$ cat src/rtl/uart_tx_sched_if.sv
// Scheduler-facing bundle: two FWFT FIFO read ports, the uart_tx launch/done handshake and status.
// master = scheduler side (drives pops, launch, byte, grant, busy); slave = FIFOs + uart_tx side.
// Pure wiring, no state.
interface uart_tx_sched_if;
  // channel 0: RGMII receive bytes from the CDC FIFO
  logic       i_Ch0_Empty;
  logic [7:0] i_Ch0_Data;
  logic       o_Ch0_Pop;
  // channel 1: local status/debug bytes
  logic       i_Ch1_Empty;
  logic [7:0] i_Ch1_Data;
  logic       o_Ch1_Pop;
  // uart_tx serializer handshake
  logic       o_Tx_DV;
  logic [7:0] o_Tx_Byte;
  logic       i_Tx_Active;
  logic       i_Tx_Done;
  // status
  logic [1:0] o_Grant;
  logic       o_Busy;

  modport master (
    input  i_Ch0_Empty, i_Ch0_Data, i_Ch1_Empty, i_Ch1_Data, i_Tx_Active, i_Tx_Done,
    output o_Ch0_Pop, o_Ch1_Pop, o_Tx_DV, o_Tx_Byte, o_Grant, o_Busy
  );

  modport slave (
    output i_Ch0_Empty, i_Ch0_Data, i_Ch1_Empty, i_Ch1_Data, i_Tx_Active, i_Tx_Done,
    input  o_Ch0_Pop, o_Ch1_Pop, o_Tx_DV, o_Tx_Byte, o_Grant, o_Busy
  );
endinterface

$ cat src/rtl/uart_tx_sched.sv
// Shares one uart_tx between two FIFO read ports, round-robin per burst of up to MAX_BURST bytes.
// Latency: non-empty seen in IDLE -> o_Tx_DV next cycle; i_Tx_Done -> next launch after GAP_CLKS+3 cycles.
// Backpressure: holds in IDLE while i_Tx_Active is high; pops the owner FIFO only on i_Tx_Done.
// Build option: define UART_TX_SCHED_CH1_EN to enable channel 1; otherwise channel 1 is ignored.
module uart_tx_sched #(
  parameter int MAX_BURST = 64,  // bytes per burst before forced re-arbitration, >= 1
  parameter int GAP_CLKS  = 0    // extra idle clocks after each byte, on top of the 1-cycle settle
) (
  input  logic            i_Clock,
  input  logic            i_Rst_L,
  uart_tx_sched_if.master bus
);

  localparam int BW = $clog2(MAX_BURST + 1);
  localparam int GW = (GAP_CLKS > 0) ? $clog2(GAP_CLKS + 1) : 1;
  localparam logic [BW-1:0] MAX_BURST_C = BW'(MAX_BURST);
  localparam logic [GW-1:0] GAP_C       = GW'(GAP_CLKS);

  typedef enum logic [1:0] {
    ST_IDLE = 2'd0,  // arbitrate or continue the burst
    ST_WAIT = 2'd1,  // byte in flight inside uart_tx
    ST_GAP  = 2'd2   // settle so registered rempty reflects the pop, plus optional gap
  } state_e;

  state_e          state_q, state_d;
  logic            tx_dv_q, tx_dv_d;
  logic [7:0]      tx_byte_q, tx_byte_d;
  logic [1:0]      grant_q, grant_d;
  logic [BW-1:0]   burst_cnt_q, burst_cnt_d;
  logic [GW-1:0]   gap_cnt_q, gap_cnt_d;
  logic            last_q, last_d;  // channel index that owned the most recently closed burst

  // requests as seen by the arbiter
  logic            ch0_req;
  logic            ch1_req;
  logic [7:0]      ch1_data;

  // arbitration results
  logic            owner_req;
  logic            burst_open;
  logic            cont_burst;
  logic            last_eff;
  logic            launch;
  logic            sel_ch1;
  logic            idle_go;
  logic            launch_go;
  logic [BW-1:0]   burst_base;

  // FSM outputs
  logic            done_in_wait;
  logic            busy;
  logic            ch0_pop;
  logic            ch1_pop;

  assign ch0_req = ~bus.i_Ch0_Empty;

`ifdef UART_TX_SCHED_CH1_EN
  assign ch1_req  = ~bus.i_Ch1_Empty;
  assign ch1_data = bus.i_Ch1_Data;
`else
  // Channel 1 is not arbitrated in this build; its inputs are deliberately left unused.
  logic unused_ch1;
  assign unused_ch1 = ^{bus.i_Ch1_Empty, bus.i_Ch1_Data};
  assign ch1_req    = 1'b0;
  assign ch1_data   = 8'h00;
`endif

  // Decide whether IDLE continues the open burst or picks a new owner (round-robin on ties).
  always_comb begin
    owner_req = 1'b0;
    if (grant_q[0]) owner_req = ch0_req;
    if (grant_q[1]) owner_req = ch1_req;

    burst_open = (burst_cnt_q != '0);
    cont_burst = burst_open && (burst_cnt_q < MAX_BURST_C) && owner_req;
    // A burst closing this cycle already counts as the latest owner for the tie-break.
    last_eff   = burst_open ? grant_q[1] : last_q;

    launch  = 1'b0;
    sel_ch1 = 1'b0;
    if (cont_burst) begin
      launch  = 1'b1;
      sel_ch1 = grant_q[1];
    end else if (ch0_req && ch1_req) begin
      launch  = 1'b1;
      sel_ch1 = ~last_eff;
    end else if (ch1_req) begin
      launch  = 1'b1;
      sel_ch1 = 1'b1;
    end else if (ch0_req) begin
      launch  = 1'b1;
      sel_ch1 = 1'b0;
    end

    // uart_tx still active (e.g. reset hit mid-byte) blocks any decision in IDLE.
    idle_go   = (state_q == ST_IDLE) && !bus.i_Tx_Active;
    launch_go = idle_go && launch;
  end

  // State register.
  always_ff @(posedge i_Clock or negedge i_Rst_L) begin
    if (!i_Rst_L) begin
      state_q <= ST_IDLE;
    end else begin
      state_q <= state_d;
    end
  end

  // Next-state logic: IDLE -> WAIT on launch, WAIT -> GAP on done, GAP -> IDLE when the count expires.
  always_comb begin
    state_d = state_q;
    case (state_q)
      ST_IDLE: if (launch_go) state_d = ST_WAIT;
      ST_WAIT: if (bus.i_Tx_Done) state_d = ST_GAP;
      ST_GAP:  if (gap_cnt_q == '0) state_d = ST_IDLE;
      default: state_d = ST_IDLE;
    endcase
  end

  // FSM outputs: busy flag and the combinational pop that coincides with i_Tx_Done.
  always_comb begin
    busy         = (state_q != ST_IDLE);
    done_in_wait = (state_q == ST_WAIT) && bus.i_Tx_Done;
    ch0_pop      = done_in_wait && grant_q[0];
`ifdef UART_TX_SCHED_CH1_EN
    ch1_pop      = done_in_wait && grant_q[1];
`else
    ch1_pop      = 1'b0;
`endif
  end

  // Datapath: burst bookkeeping, launch byte/pulse, gap counter.
  always_comb begin
    tx_dv_d     = 1'b0;
    tx_byte_d   = tx_byte_q;
    grant_d     = grant_q;
    burst_cnt_d = burst_cnt_q;
    gap_cnt_d   = gap_cnt_q;
    last_d      = last_q;
    burst_base  = burst_cnt_q;

    // Close the burst; a new owner may still be picked in this same cycle.
    if (idle_go && !cont_burst) begin
      burst_cnt_d = '0;
      grant_d     = 2'b00;
      burst_base  = '0;
      if (burst_open) last_d = grant_q[1];
    end

    if (launch_go) begin
      tx_dv_d     = 1'b1;
      tx_byte_d   = sel_ch1 ? ch1_data : bus.i_Ch0_Data;
      grant_d     = sel_ch1 ? 2'b10 : 2'b01;
      // saturating count, never wraps
      burst_cnt_d = (burst_base == MAX_BURST_C) ? burst_base : burst_base + BW'(1);
    end

    if (done_in_wait) begin
      gap_cnt_d = GAP_C;
    end else if ((state_q == ST_GAP) && (gap_cnt_q != '0)) begin
      gap_cnt_d = gap_cnt_q - GW'(1);
    end
  end

  // Datapath registers; last resets to channel 1 so channel 0 wins the first tie.
  always_ff @(posedge i_Clock or negedge i_Rst_L) begin
    if (!i_Rst_L) begin
      tx_dv_q     <= 1'b0;
      tx_byte_q   <= 8'h00;
      grant_q     <= 2'b00;
      burst_cnt_q <= '0;
      gap_cnt_q   <= '0;
      last_q      <= 1'b1;
    end else begin
      tx_dv_q     <= tx_dv_d;
      tx_byte_q   <= tx_byte_d;
      grant_q     <= grant_d;
      burst_cnt_q <= burst_cnt_d;
      gap_cnt_q   <= gap_cnt_d;
      last_q      <= last_d;
    end
  end

  assign bus.o_Tx_DV   = tx_dv_q;
  assign bus.o_Tx_Byte = tx_byte_q;
  assign bus.o_Grant   = grant_q;
  assign bus.o_Busy    = busy;
  assign bus.o_Ch0_Pop = ch0_pop;
  assign bus.o_Ch1_Pop = ch1_pop;

endmodule

$ cat src/flat_wrapper.sv
// flat-port wrapper written by rule: the top's interface ports become plain ports
module uart_tx_sched_flat 
#(
  parameter int MAX_BURST = 64,                                                       
  parameter int GAP_CLKS  = 0                                                                      
)
  (i_Clock, i_Rst_L, bus_i_Ch0_Empty, bus_i_Ch0_Data, bus_i_Ch1_Empty, bus_i_Ch1_Data, bus_i_Tx_Active, bus_i_Tx_Done, bus_o_Ch0_Pop, bus_o_Ch1_Pop, bus_o_Tx_DV, bus_o_Tx_Byte, bus_o_Grant, bus_o_Busy);
  uart_tx_sched_if bus_i ();
  input  logic i_Clock;
  input  logic i_Rst_L;
  input wire logic [$bits(bus_i.i_Ch0_Empty)-1:0] bus_i_Ch0_Empty;
  input wire logic [$bits(bus_i.i_Ch0_Data)-1:0] bus_i_Ch0_Data;
  input wire logic [$bits(bus_i.i_Ch1_Empty)-1:0] bus_i_Ch1_Empty;
  input wire logic [$bits(bus_i.i_Ch1_Data)-1:0] bus_i_Ch1_Data;
  input wire logic [$bits(bus_i.i_Tx_Active)-1:0] bus_i_Tx_Active;
  input wire logic [$bits(bus_i.i_Tx_Done)-1:0] bus_i_Tx_Done;
  output wire logic [$bits(bus_i.o_Ch0_Pop)-1:0] bus_o_Ch0_Pop;
  output wire logic [$bits(bus_i.o_Ch1_Pop)-1:0] bus_o_Ch1_Pop;
  output wire logic [$bits(bus_i.o_Tx_DV)-1:0] bus_o_Tx_DV;
  output wire logic [$bits(bus_i.o_Tx_Byte)-1:0] bus_o_Tx_Byte;
  output wire logic [$bits(bus_i.o_Grant)-1:0] bus_o_Grant;
  output wire logic [$bits(bus_i.o_Busy)-1:0] bus_o_Busy;
  assign bus_i.i_Ch0_Empty = bus_i_Ch0_Empty;
  assign bus_i.i_Ch0_Data = bus_i_Ch0_Data;
  assign bus_i.i_Ch1_Empty = bus_i_Ch1_Empty;
  assign bus_i.i_Ch1_Data = bus_i_Ch1_Data;
  assign bus_i.i_Tx_Active = bus_i_Tx_Active;
  assign bus_i.i_Tx_Done = bus_i_Tx_Done;
  assign bus_o_Ch0_Pop = bus_i.o_Ch0_Pop;
  assign bus_o_Ch1_Pop = bus_i.o_Ch1_Pop;
  assign bus_o_Tx_DV = bus_i.o_Tx_DV;
  assign bus_o_Tx_Byte = bus_i.o_Tx_Byte;
  assign bus_o_Grant = bus_i.o_Grant;
  assign bus_o_Busy = bus_i.o_Busy;
  uart_tx_sched #(.MAX_BURST(MAX_BURST), .GAP_CLKS(GAP_CLKS)) u_core (.i_Clock(i_Clock), .i_Rst_L(i_Rst_L), .bus(bus_i));
endmodule
$ cat config.mk
export PLATFORM = sky130hd
export DESIGN_NAME = uart_tx_sched_flat
export DESIGN_NICKNAME = d
export VERILOG_FILES = /design/src/rtl/uart_tx_sched_if.sv /design/src/rtl/uart_tx_sched.sv /design/src/flat_wrapper.sv
export SDC_FILE = /design/constraint.sdc
export NUM_CORES = 1
export LEC_CHECK = 0
export CAP_MARGIN = 0
export CORE_ASPECT_RATIO = 1.25
export CORE_UTILIZATION = 30
export CTS_CLUSTER_DIAMETER = 150
export DETAILED_ROUTE_END_ITERATION = 12
export PLACE_DENSITY = 0.74
export REMOVE_ABC_BUFFERS = 1
export SETUP_SLACK_MARGIN = 0.05
export SYNTH_ARGS = -nofsm -noshare
export SYNTH_HDL_FRONTEND = slang
export SYNTH_SLANG_ARGS = --single-unit
$ cat constraint.sdc
create_clock -name i_Clock -period 1.3 [get_ports i_Clock]
set_input_delay 0.39 -clock i_Clock [delete_from_list [all_inputs] [get_ports i_Clock]]
set_output_delay 0.39 -clock i_Clock [all_outputs]
set_load 0.01 [all_outputs]
After elaboration in Yosys (flattened, before gate mapping) --
Index checks and enable logic that the tools add are counted.
Operators by class: bitwise logic cells 1, eq/ne operators 6, magnitude comparators 1, muxes and demuxes 19, reduce and logical (&&, ||, !) cells 16, add/sub/neg operators 2
Operator list (count):
- $mux W7 | 3
- $mux W2 | 6
- $logic_and A1 B1 Y1 | 8
- $mux W1 | 8
- $mux W8 | 1
- $add A7 B1 Y7 const B | 1
- $eq A7 B7 Y1 const B | 1
- $lt A7 B7 Y1 const B | 1
- $reduce_bool A7 Y1 | 1
- $pmux W2 S3 | 1
- $reduce_bool A2 Y1 | 3
- $ne A2 B2 Y1 const B | 2
- $reduce_and A3 Y1 | 1
- $eq A2 B1 Y1 const B | 1
- $eq A2 B2 Y1 const B | 1
- $logic_not A1 Y1 | 2
- $logic_not A2 Y1 | 1
- $ne A2 B1 Y1 const B | 1
- $not A1 Y1 | 1
- $sub A1 B1 Y1 const B | 1
Word-level totals: input bits 22, flip-flop bits (word level) 21

Logic depth before layout (Yosys ltp) --
depth in word-level cells 10, depth in mapped cells 4, mapped depth without buffers 3

Least setup slack after synthesis --
OpenSTA, ideal clock, no wires.
path type register to register, start point register u_core.state_q[0], end point register u_core.tx_byte_q[0], in the netlist u_core.bus.o_Tx_Byte[0], cell stages (with the launch flop) 4, required time 1172 ps, clock period less this slack 1342 ps, data arrival time 1215 ps, path slack -42 ps, cell sequence dfrtp_1 nor4_2 buf_4 mux2_1
On the way: cells in the longest elaborated chain, start to end 3
RTL lines:
- from (decl) | line uart_tx_sched.sv:25 | state_e state_q, state_d;
- from (signal assigned) | line uart_tx_sched.sv:105 | state_q <= state_d;
- $logic_not A2 Y1 | line uart_tx_sched.sv:96 | idle_go = (state_q == ST_IDLE) && !bus.i_Tx_Active;
- $logic_and A1 B1 Y1 | line uart_tx_sched.sv:96
- $logic_and A1 B1 Y1 | line uart_tx_sched.sv:97 | launch_go = idle_go && launch;
- via u_core.launch_go | line uart_tx_sched.sv:46 | logic launch_go;
- to (signal assigned) | line uart_tx_sched.sv:176 | tx_byte_q <= tx_byte_d;
- to (decl) | line uart_tx_sched.sv:27 | logic [7:0] tx_byte_q, tx_byte_d;
The timed path passes the listed nets, and every way through them passes these cells. A chain may end at the register's enable or synchronous reset.

Final worst setup path --
start point register u_core.state_q[1], end point output port bus_o_Busy
On the way: cells in the longest elaborated chain, start to end 1
RTL lines:
- $reduce_bool A2 Y1 | line uart_tx_sched.sv:122 | busy = (state_q != ST_IDLE);
- to (decl) | line flat_wrapper.sv:22 | output wire logic [$bits(bus_i.o_Busy)-1:0] bus_o_Busy;
No other way between the ends.

==> impl_metrics.tcl <==
set metrics [dict create \
    startpoint_type "register" \
    hold_path_class "primary input to asynchronous set/reset pin" \
    grt_pass1_wl_um 2050 \
    cts_tree "done" \
    start_util 0.336 \
    hpwl_um 833 \
    status "complete, but fails checks" \
    synthTopCellsByArea "dfrtp_1, mux2_1, buf_4" \
    ir_drop_mv 0.668 \
    holdWs_ps 412 \
    die_w_um 40.4 \
    area_delta_synth_final_pct 63.9 \
    via_per_inst 4.58 \
    ys_warn_count 0 \
    final_area_sq_um 905 \
    hold_viol 0 \
    clkPwrFrac 0.189 \
    seq_area_frac_synth 0.635 \
    post-route-util 0.551 \
    p_switching_uw 346 \
    core_sq_um 1640 \
    max_freq_ghz 0.650 \
    ys_ff_latch 14 \
    sequentialPowerShare 0.460 \
    p_leak_nw 0.453 \
    antenna_found_initial 0 \
    critical_path_required_ps 910 \
    p_int_uw 900 \
    worst_clock_skew_ps 4.44 \
    rsz0062_at_grt "true" \
    die_height_um 50.0 \
    fin_crit_sh 1.18 \
    gp_congestion 0.783 \
    syn_area_sq_um 552 \
    setup_violations 12 \
    drive_above_1_share 0.481 \
    syn_avg_cell_area_sq_um 13.5 \
    min_period_ps 1540 \
    cts.htree.levels 1 \
    p_per_area_nw_per_um2 1380 \
    synth_flop_cell "dfrtp_1" \
    comb_power_share 0.352 \
    root_buffer "clkbuf_4" \
    clk_path_buf_depth 2 \
    first_pass_iters 2 \
    io_buffers 25 \
    slew_viol_final 0 \
    grt.overflow.total 0 \
    critPathKind "register to primary output" \
    p_sw_frac 0.278 \
    num-nets-final 101 \
    synthMostInstantiatedCell "dfrtp_1" \
    vias 435 \
    end_kind "primary output" \
    synth_cells 41 \
    ant_nets 0 \
    cts.sinks 14 \
    grt_pass1_vias 469 \
    row_count 16 \
    synth_cell_types 17 \
    layout_setup_ws_ps -239 \
    drcViolationCount 0 \
    io_pins 36 \
    synth-async-reset-ratio 1.00 \
    routedWlPerCell_um 13.4 \
    antenna_cells 0 \
    synth-edff-count 0 \
    violations "setup timing" \
    synth_top_cell_area_share 0.635 \
    grt_max_degree 15 \
    cap_violations 0 \
    place_area_sq_um 842 \
    drt_iter0_markers 3 \
    cp.arrival_ps 1150 \
    grt.total_usage 0.154 \
    yosysTopAreaCell "dfrtp_1" \
    clk_pin_slew_ps 80 \
    cts_buffers 3 \
    wl_um 1280 \
    dieArea_sq_um 2020 \
    synth_commonest_cells "dfrtp_1, mux2_1, inv_1" \
    cp_max_fo 3 \
    insertion_delay_ps 270 \
]
-- worst max-delay path, stage by stage, from the launching register on --
cell and delay [ps]:
dfrtp_1 400, buf_4 140, or2_4 220, buf_6 120
-- kinds of logic (layout without fill, tap and decap cells) --
logic type	count (synthesis)	in the layout	share of synthesized area
DFF	14	14	0.635
muxes	8	8	0.163
and+or+nand+nor	9	9	0.107
other	1	1	0.00680
AOI/OAI and AO/OA	3	3	0.0317
buffers and inverters	6	42	0.0567
-- sequential cells by signal (all words and copies together) (netlist names) --
register              count
u_core.bus.o_Grant        2
u_core.bus.o_Tx_Byte      8
u_core.bus.o_Tx_DV        1
u_core.gap_cnt_q          1
u_core.state_q            2
-- path summary, 6_finish.rpt --
path                                               from                       to  slack, ps  cells past startpoint
max in group asynchronous                       i_Rst_L  u_core.bus.o_Tx_Byte[6]        720                      2
worst min-delay path                            i_Rst_L       u_core.bus.o_Tx_DV        410                      2
min in group i_Clock            u_core.bus.o_Tx_Byte[7]  u_core.bus.o_Tx_Byte[7]        490                      1
worst min register to register  u_core.bus.o_Tx_Byte[7]  u_core.bus.o_Tx_Byte[7]        490                      1
worst max-delay path                  u_core.state_q[1]               bus_o_Busy       -240                      3
worst max register to register        u_core.state_q[1]  u_core.bus.o_Tx_Byte[2]       -180                      4
-- metrics by stage --
stage          std cells  total power [mW]  TNS, ps  setup WS (ps)
2_1_floorplan         38             0.720    -2900           -341
3_3_place_gp          86             0.983    -5230           -665
3_5_place_dp          86             0.998    -5500           -705
4_1_cts               96              1.27    -1680           -183
5_1_grt               95              1.32    -2510           -293
6_report              95              1.25    -1860           -239
-- layout by cell type, fill, tap and decap left out, types with 2 or more instances in the layout --
| master | count |
|---|---|
| clkbuf_4 | 3 |
| mux2_1 | 2 |
| mux2_4 | 6 |
| buf_2 | 12 |
| buf_6 | 4 |
| inv_1 | 3 |
| clkdlybuf4s50_1 | 11 |
| buf_4 | 8 |
| nor2_1 | 2 |
| dfrtp_1 | 14 |
-- cell type report --
class                      instances  area [sq um]
timing repair buffer              36           284
fill                             155           737
multi-input combinational         21           214
clock buffer                       3          22.5
inverter                           3          11.3
tap                               18          22.5
sequential                        14           350
-- per-layer routing --
layer	track usage	routed length (um)
met5	0	0
met2	0.230	632
met3	0.0270	86
met1	0.184	538
met4	0.117	19
-- what timing repair did --
action                                  in CTS  in global routing
pin swaps                                    3                  1
hold buffers                                 0                  0
cloned                                       1                  0
endpoints found under the setup margin      21                 17
gates resized for setup                     70                  1
setup buffers                                6                  1
-- power by group through the flow --
stage,Sequential (mW),Combinational [mW],Clock [mW]
after global placement,0.576,0.407,0
after detailed placement,0.582,0.416,0
after floorplan,0.623,0.0975,0
after global routing,0.587,0.475,0.257
final,0.572,0.438,0.235
after CTS,0.573,0.447,0.248
Power figures use the tool's default switching activity.
